===== config.mk =====
export PLATFORM = sky130hd
export DESIGN_NAME = inst_fetch_ctrl
export DESIGN_NICKNAME = d
export VERILOG_FILES = /design/src/rtl/inst_fetch_ctrl.sv
export SDC_FILE = /design/constraint.sdc
export NUM_CORES = 1
export LEC_CHECK = 0
export ABC_AREA = 1
export CAP_MARGIN = 25
export CORE_UTILIZATION = 54
export CTS_BUF_LIST = sky130_fd_sc_hd__clkbuf_2 sky130_fd_sc_hd__clkbuf_4 sky130_fd_sc_hd__clkbuf_8
export CTS_CLUSTER_DIAMETER = 200
export CTS_CLUSTER_SIZE = 14
export DETAILED_ROUTE_END_ITERATION = 10
export PLACE_DENSITY = 0.85
export RECOVER_POWER = 100
export SYNTH_ARGS = -nofsm -noshare
export SYNTH_HDL_FRONTEND = slang
export SYNTH_SLANG_ARGS = --single-unit

===== constraint.sdc =====
create_clock -name clk -period 4.5 [get_ports clk]
set_clock_uncertainty 0.05 [all_clocks]
set_input_delay 0.675 -clock clk [delete_from_list [all_inputs] [get_ports clk]]
set_output_delay 0.675 -clock clk [all_outputs]
set_load 0.01 [all_outputs]

===== src/rtl/inst_fetch_ctrl.sv =====
// Instruction-fetch controller: issues IMEM requests at the current PC,
// absorbs wait states, buffers one instruction while decode is stalled,
// and drains wrong-path requests after a flush.
module inst_fetch_ctrl (
  input  logic        clk,
  input  logic        clrn,
  input  logic [31:0] pc,
  output logic        pc_stall,
  output logic        imem_req,
  output logic [31:0] imem_addr,
  input  logic [31:0] imem_rdata,
  input  logic        imem_ack,
  input  logic        id_stall,
  input  logic        flush,
  output logic [31:0] if_inst,
  output logic [31:0] if_pc,
  output logic        if_valid
);

  localparam int unsigned XLEN = 32;

  typedef enum logic [2:0] {
    S_IDLE  = 3'd0,
    S_FETCH = 3'd1,
    S_WAIT  = 3'd2,
    S_HOLD  = 3'd3,
    S_DRAIN = 3'd4
  } state_t;

  state_t            r_state;
  logic [XLEN-1:0]   r_addr_q;
  logic [XLEN-1:0]   r_skid_inst;
  logic [XLEN-1:0]   r_skid_pc;
  logic              r_skid_valid;
  logic [XLEN-1:0]   r_if_inst;
  logic [XLEN-1:0]   r_if_pc;
  logic              r_if_valid;
  logic              w_take;

  assign if_inst  = r_if_inst;
  assign if_pc    = r_if_pc;
  assign if_valid = r_if_valid;
  assign w_take   = imem_req & imem_ack;

  // Memory request channel: address is live PC on the first attempt, then pinned
  always_comb begin
    imem_req  = 1'b0;
    imem_addr = r_addr_q;
    case (r_state)
      S_FETCH: begin
        imem_req  = ~id_stall;
        imem_addr = pc;
      end
      S_WAIT, S_DRAIN: imem_req = 1'b1;
      default: imem_req = 1'b0;
    endcase
  end

  // PC advances on a redirect or when a real (non-drain) fetch is accepted
  always_comb begin
    pc_stall = 1'b1;
    if (clrn) begin
      if (flush) begin
        pc_stall = 1'b0;
      end else if (w_take && (r_state == S_FETCH || r_state == S_WAIT)) begin
        pc_stall = 1'b0;
      end
    end
  end

  // Control FSM together with the IF/ID output, skid and pinned-address registers
  always_ff @(posedge clk or negedge clrn) begin
    if (!clrn) begin
      r_state      <= S_IDLE;
      r_addr_q     <= '0;
      r_skid_inst  <= '0;
      r_skid_pc    <= '0;
      r_skid_valid <= 1'b0;
      r_if_inst    <= '0;
      r_if_pc      <= '0;
      r_if_valid   <= 1'b0;
    end else begin
      case (r_state)
        S_IDLE: begin
          r_state <= S_FETCH;
          if (flush) begin
            r_if_inst    <= '0;
            r_if_pc      <= '0;
            r_if_valid   <= 1'b0;
            r_skid_valid <= 1'b0;
          end
        end

        S_FETCH: begin
          if (flush) begin
            r_if_inst    <= '0;
            r_if_pc      <= '0;
            r_if_valid   <= 1'b0;
            r_skid_valid <= 1'b0;
            if (imem_req && !imem_ack) begin
              r_addr_q <= pc;
              r_state  <= S_DRAIN;
            end
          end else if (!id_stall) begin
            if (imem_ack) begin
              r_if_inst  <= imem_rdata;
              r_if_pc    <= pc;
              r_if_valid <= 1'b1;
            end else begin
              r_if_inst  <= '0;
              r_if_pc    <= '0;
              r_if_valid <= 1'b0;
              r_addr_q   <= pc;
              r_state    <= S_WAIT;
            end
          end
        end

        S_WAIT: begin
          if (flush) begin
            r_if_inst    <= '0;
            r_if_pc      <= '0;
            r_if_valid   <= 1'b0;
            r_skid_valid <= 1'b0;
            r_state      <= imem_ack ? S_FETCH : S_DRAIN;
          end else if (imem_ack) begin
            if (!id_stall) begin
              r_if_inst  <= imem_rdata;
              r_if_pc    <= r_addr_q;
              r_if_valid <= 1'b1;
              r_state    <= S_FETCH;
            end else begin
              r_skid_inst  <= imem_rdata;
              r_skid_pc    <= r_addr_q;
              r_skid_valid <= 1'b1;
              r_state      <= S_HOLD;
            end
          end else if (!id_stall) begin
            r_if_inst  <= '0;
            r_if_pc    <= '0;
            r_if_valid <= 1'b0;
          end
        end

        S_HOLD: begin
          if (flush) begin
            r_if_inst    <= '0;
            r_if_pc      <= '0;
            r_if_valid   <= 1'b0;
            r_skid_valid <= 1'b0;
            r_state      <= S_FETCH;
          end else if (!id_stall) begin
            r_if_inst    <= r_skid_inst;
            r_if_pc      <= r_skid_pc;
            r_if_valid   <= r_skid_valid;
            r_skid_valid <= 1'b0;
            r_state      <= S_FETCH;
          end
        end

        S_DRAIN: begin
          r_if_inst    <= '0;
          r_if_pc      <= '0;
          r_if_valid   <= 1'b0;
          r_skid_valid <= 1'b0;
          if (imem_ack) begin
            r_state <= S_FETCH;
          end
        end

        default: r_state <= S_IDLE;
      endcase
    end
  end

endmodule


Word-level counts from Yosys, hierarchy flattened
Index checks and enable logic that the tools add are counted.
- eq/ne operators: 17
- muxes and demuxes: 57
- bitwise gates (word level): 3
- reductions and logical operators: 14
- operator list (cell ; count):
    32-bit two-way mux ; 23
    32-bit one-hot mux with 5 select lines ; 2
    3-bit two-way mux ; 10
    3-bit inequality test (second input constant) ; 6
    1-bit two-way mux ; 17
    3-bit one-hot mux with 5 select lines ; 1
    5-bit AND reduction ; 2
    2-bit by 1-bit inequality test with 1-bit output (second input constant) ; 4
    4-bit AND reduction ; 2
    3-bit by 2-bit == test with 1-bit output (second input constant) ; 2
    6-bit AND reduction ; 1
    1-bit one-hot mux with 5 select lines ; 1
    5-bit nonzero test ; 1
    2-bit inequality test (second input constant) ; 2
    1-bit one-hot mux with 4 select lines ; 1
    4-bit nonzero test ; 1
    2-bit OR reduction ; 2
    3-bit by 1-bit == test with 1-bit output (second input constant) ; 1
    3-bit == test (second input constant) ; 1
    3-bit logical NOT ; 1
    3-bit by 2-bit inequality test with 1-bit output (second input constant) ; 1
    1-bit logical AND ; 2
    2-bit two-way mux ; 1
    1-bit inverter ; 2
    other kinds (4) ; 4
- register bits after elaboration: 165
- bits of input ports: 69
- output and inout port bits: 99

Longest topological paths before layout
- depth in word-level cells: 8
- depth in mapped cells: 11
- mapped depth without buffers: 11

Worst setup path after synthesis
Ideal clock, no wire load.
- path type: flip-flop to output port
- start: reg r_state[2]
- end: out imem_addr[10]
- data arrival time: 1352 ps
- path slack: 2423 ps
- stages on the path, launching flop included: 7
- path through: dfrtp_1 > inv_2 > nand2_1 > nor2_1 > clkbuf_1 > clkbuf_1 > o21ai_0
- cells in the longest elaborated chain, start to end: 2
- RTL lines (item ; RTL line ; source):
    start, declared ; 30 ; state_t r_state;
    start signal, assigned ; 125 ; r_state <= imem_ack ? S_FETCH : S_DRAIN;
    3-bit by 1-bit == test with 1-bit output ; 49 ; case (r_state)
    32-bit two-way mux ; 49 ;
    end, declared ; 10 ; output logic [31:0] imem_addr,
No other way between the ends.

Worst setup path after layout
- start: reg r_state[2]
- end: out imem_addr[2]
Same word-level chain as after synthesis.

==> flow_metrics.env <==
export IMPL_outcome="complete, but fails checks"
export IMPL_violations="capacitance limit, slew limit"
export IMPL_dp_slack_ps=1145
export IMPL_yosys_warnings=0
export IMPL_synth_seq_area_share_pct=54.13
export IMPL_die_w_um=120.8
export IMPL_worst_slack_ps=540.8
export IMPL_syn_area_um2=7627
export IMPL_hp_class="input port to async pin"
export IMPL_via_count=6916
export IMPL_grt_pass1_vias=6659
export IMPL_grt_max_degree=91
export IMPL_max_clock_path_buffers=2
export IMPL_path_clk_slew_ps=80
export IMPL_layout_drive_gt1_share_pct=4.329
export IMPL_synthCells=1004
export IMPL_reg2reg_setup_slack_ps=710
export IMPL_grt_use_total_pct=27.69
export IMPL_p_leak_nw=5.183
export IMPL_ctsResizeCount=0
export IMPL_core_um2=13830
export IMPL_gp_congestion=0.8892
export IMPL_syn_num_nets=1073
export IMPL_ys_ff_latch=165
export IMPL_htreeDepth=4
export IMPL_insertion_delay_ps=450
export IMPL_worst_r2r_cell_count=7
export IMPL_end_kind="primary output"
export IMPL_cts_tree="built"
export IMPL_cp_arrival_ps=3230
export IMPL_p_total_w=0.006205
export IMPL_crit_type="flop to primary output"
export IMPL_maxClockFrequency_mhz=252.6
export IMPL_dieArea_um2=14600
export IMPL_hold_buffers=0
export IMPL_drv_cap=3
export IMPL_final_cell_area_um2=9771
export IMPL_drc=0
export IMPL_synth_distinct_cells=20
export IMPL_final_cell_mix="449 x nand2_1, 165 x dfrtp_1, 157 x o21ai_0"
export IMPL_slew_headroom_pct=-64.63
export IMPL_worstPathRequired_ps=3770
export IMPL_io_buffers=167
export IMPL_cp_start_kind="flop"
export IMPL_cp_max_fo=44
export IMPL_grt_ovfl_total=0
export IMPL_layout_cells_most_common="nand2_1"
export IMPL_worst_slew_pin_transition_ps=2469
export IMPL_tns_ps=0
export IMPL_period_share_pct=87.98
export IMPL_numCtsBuffers=17
export IMPL_drv_slew=166
export IMPL_stdcell_count=1336
export IMPL_grt_setup_unrepaired="false"
export IMPL_core_rowCount=43
export IMPL_viasPerCell=5.177
export IMPL_nFillCells=1114
export IMPL_io_pins=168
export IMPL_grt_pass1_wl_um=31950
export IMPL_syn_mean_instance_area_um2=7.597
export IMPL_dpl_hpwl_um=12090
export IMPL_wl_per_cell_um=14.05
export IMPL_setup_viol=0
export IMPL_hold_viol=0
export IMPL_post_cts_repair_setup_buffers=0
export IMPL_cts_sinks=165
export IMPL_die_height_um=120.8
export IMPL_p_per_area_nw_per_um2=635.1
export IMPL_start_util_pct=55.16
export IMPL_nNetsFinal=1211
export IMPL_first_pass_iters=5
export IMPL_dp_cells=1303
export IMPL_r2r_start="r_state[2]"
export IMPL_totalWireLength_um=18770
export IMPL_antenna_found_initial=2
export IMPL_period_minus_slack_ps=3959
export IMPL_place_area_um2=9350
export IMPL_antenna_left=0
export IMPL_cts_root_buf="clkbuf_8"
export IMPL_ir_drop_uv=397.0
export IMPL_drt_iter0_drc=630
export IMPL_rr_endpoint="r_addr_q[11]"
export IMPL_area_growth_pct=28.10
registers in the layout, summed over array words and instances (netlist names):
name          count
if_pc            32
if_valid          1
r_skid_valid      1
r_skid_pc        32
r_addr_q         32
if_inst          32
r_state           3
r_skid_inst      32
report_power, final:
part,total (W),leakage [nW],switching [W],internal (W)
clock network,0.00120,0.233,0.000525,0.000673
registers,0.00233,2.12,0.000277,0.00205
logic,0.00268,2.83,0.00162,0.00106
logic make-up (layout without fill, tap and decap cells):
group           count (synthesis)  after routing  synth area share [%]
compound gates                197            197                 12.93
other cells                     0              1                     0
flops                         165            165                 54.13
simple gates                  506            506                 25.36
buf+inv                       136            287                 7.579
Yosys cell counts:
cell | n | area [µm²]
nand2_1 | 450 | 1689
dfrtp_1 | 165 | 4129
o21ai_0 | 107 | 535.5
inv_1 | 71 | 266.5
o21ai_1 | 56 | 280.3
nor2_1 | 42 | 157.7
a21oi_1 | 34 | 170.2
buf_2 | 30 | 150.1
clkbuf_1 | 20 | 75.07
buf_4 | 6 | 45.04
nand3_1 | 6 | 30.03
inv_2 | 5 | 18.77
nor2_2 | 3 | 18.77
clkinv_1 | 2 | 7.510
nand3_2 | 2 | 20.02
buf_1 | 1 | 3.750
buf_6 | 1 | 11.26
nand3b_1 | 1 | 7.510
nand4_1 | 1 | 6.260
nor3_1 | 1 | 5.000
metal layers:
metal  global-route usage, %  share of wire (%)
met1                   37.79                 44
met2                   45.14                 48
met3                   5.189                6.2
met4                   7.948                1.2
met5                       0                  0
worst max path at each step:
stage	from	to	slack, ps
after floorplan	r_state[2]	imem_addr[10]	2420
after global placement	imem_ack	if_inst[22]	1260
after detailed placement	imem_ack	if_inst[21]	1150
after CTS	r_state[2]	imem_addr[2]	750
after global routing	r_state[2]	imem_addr[2]	290
final	r_state[2]	imem_addr[2]	540
per-stage QoR:
step	util (%)	hold WS [ps]
2_1_floorplan	-	329.4
3_3_place_gp	67.48	406.0
3_5_place_dp	67.62	408.6
4_1_cts	70.89	93.23
5_1_grt	70.65	109.2
6_report	70.66	95.08
critical path, cell delays in order (launching register included):
cell	delay, ps
dfrtp_1	390
inv_1	110
nand2_1	120
nor2_4	720
clkbuf_2	480
nand2_1	150
o21ai_0	150
dlygate4sd3_1	650
final cells by class:
type / count / area [µm²] / area share [%]
Clock buffer: 23 / 304.0 / 3.112
Timing Repair Buffer: 177 / 1744 / 17.85
Antenna cell: 1 / 2.502 / 0.02561
Clock inverter: 9 / 147.6 / 1.511
Tap cell: 180 / 225.2 / 2.305
Inverter: 78 / 292.8 / 2.997
Multi-Input combinational cell: 703 / 2925 / 29.94
Sequential cell: 165 / 4129 / 42.26
(Power assumes the default switching activity.)
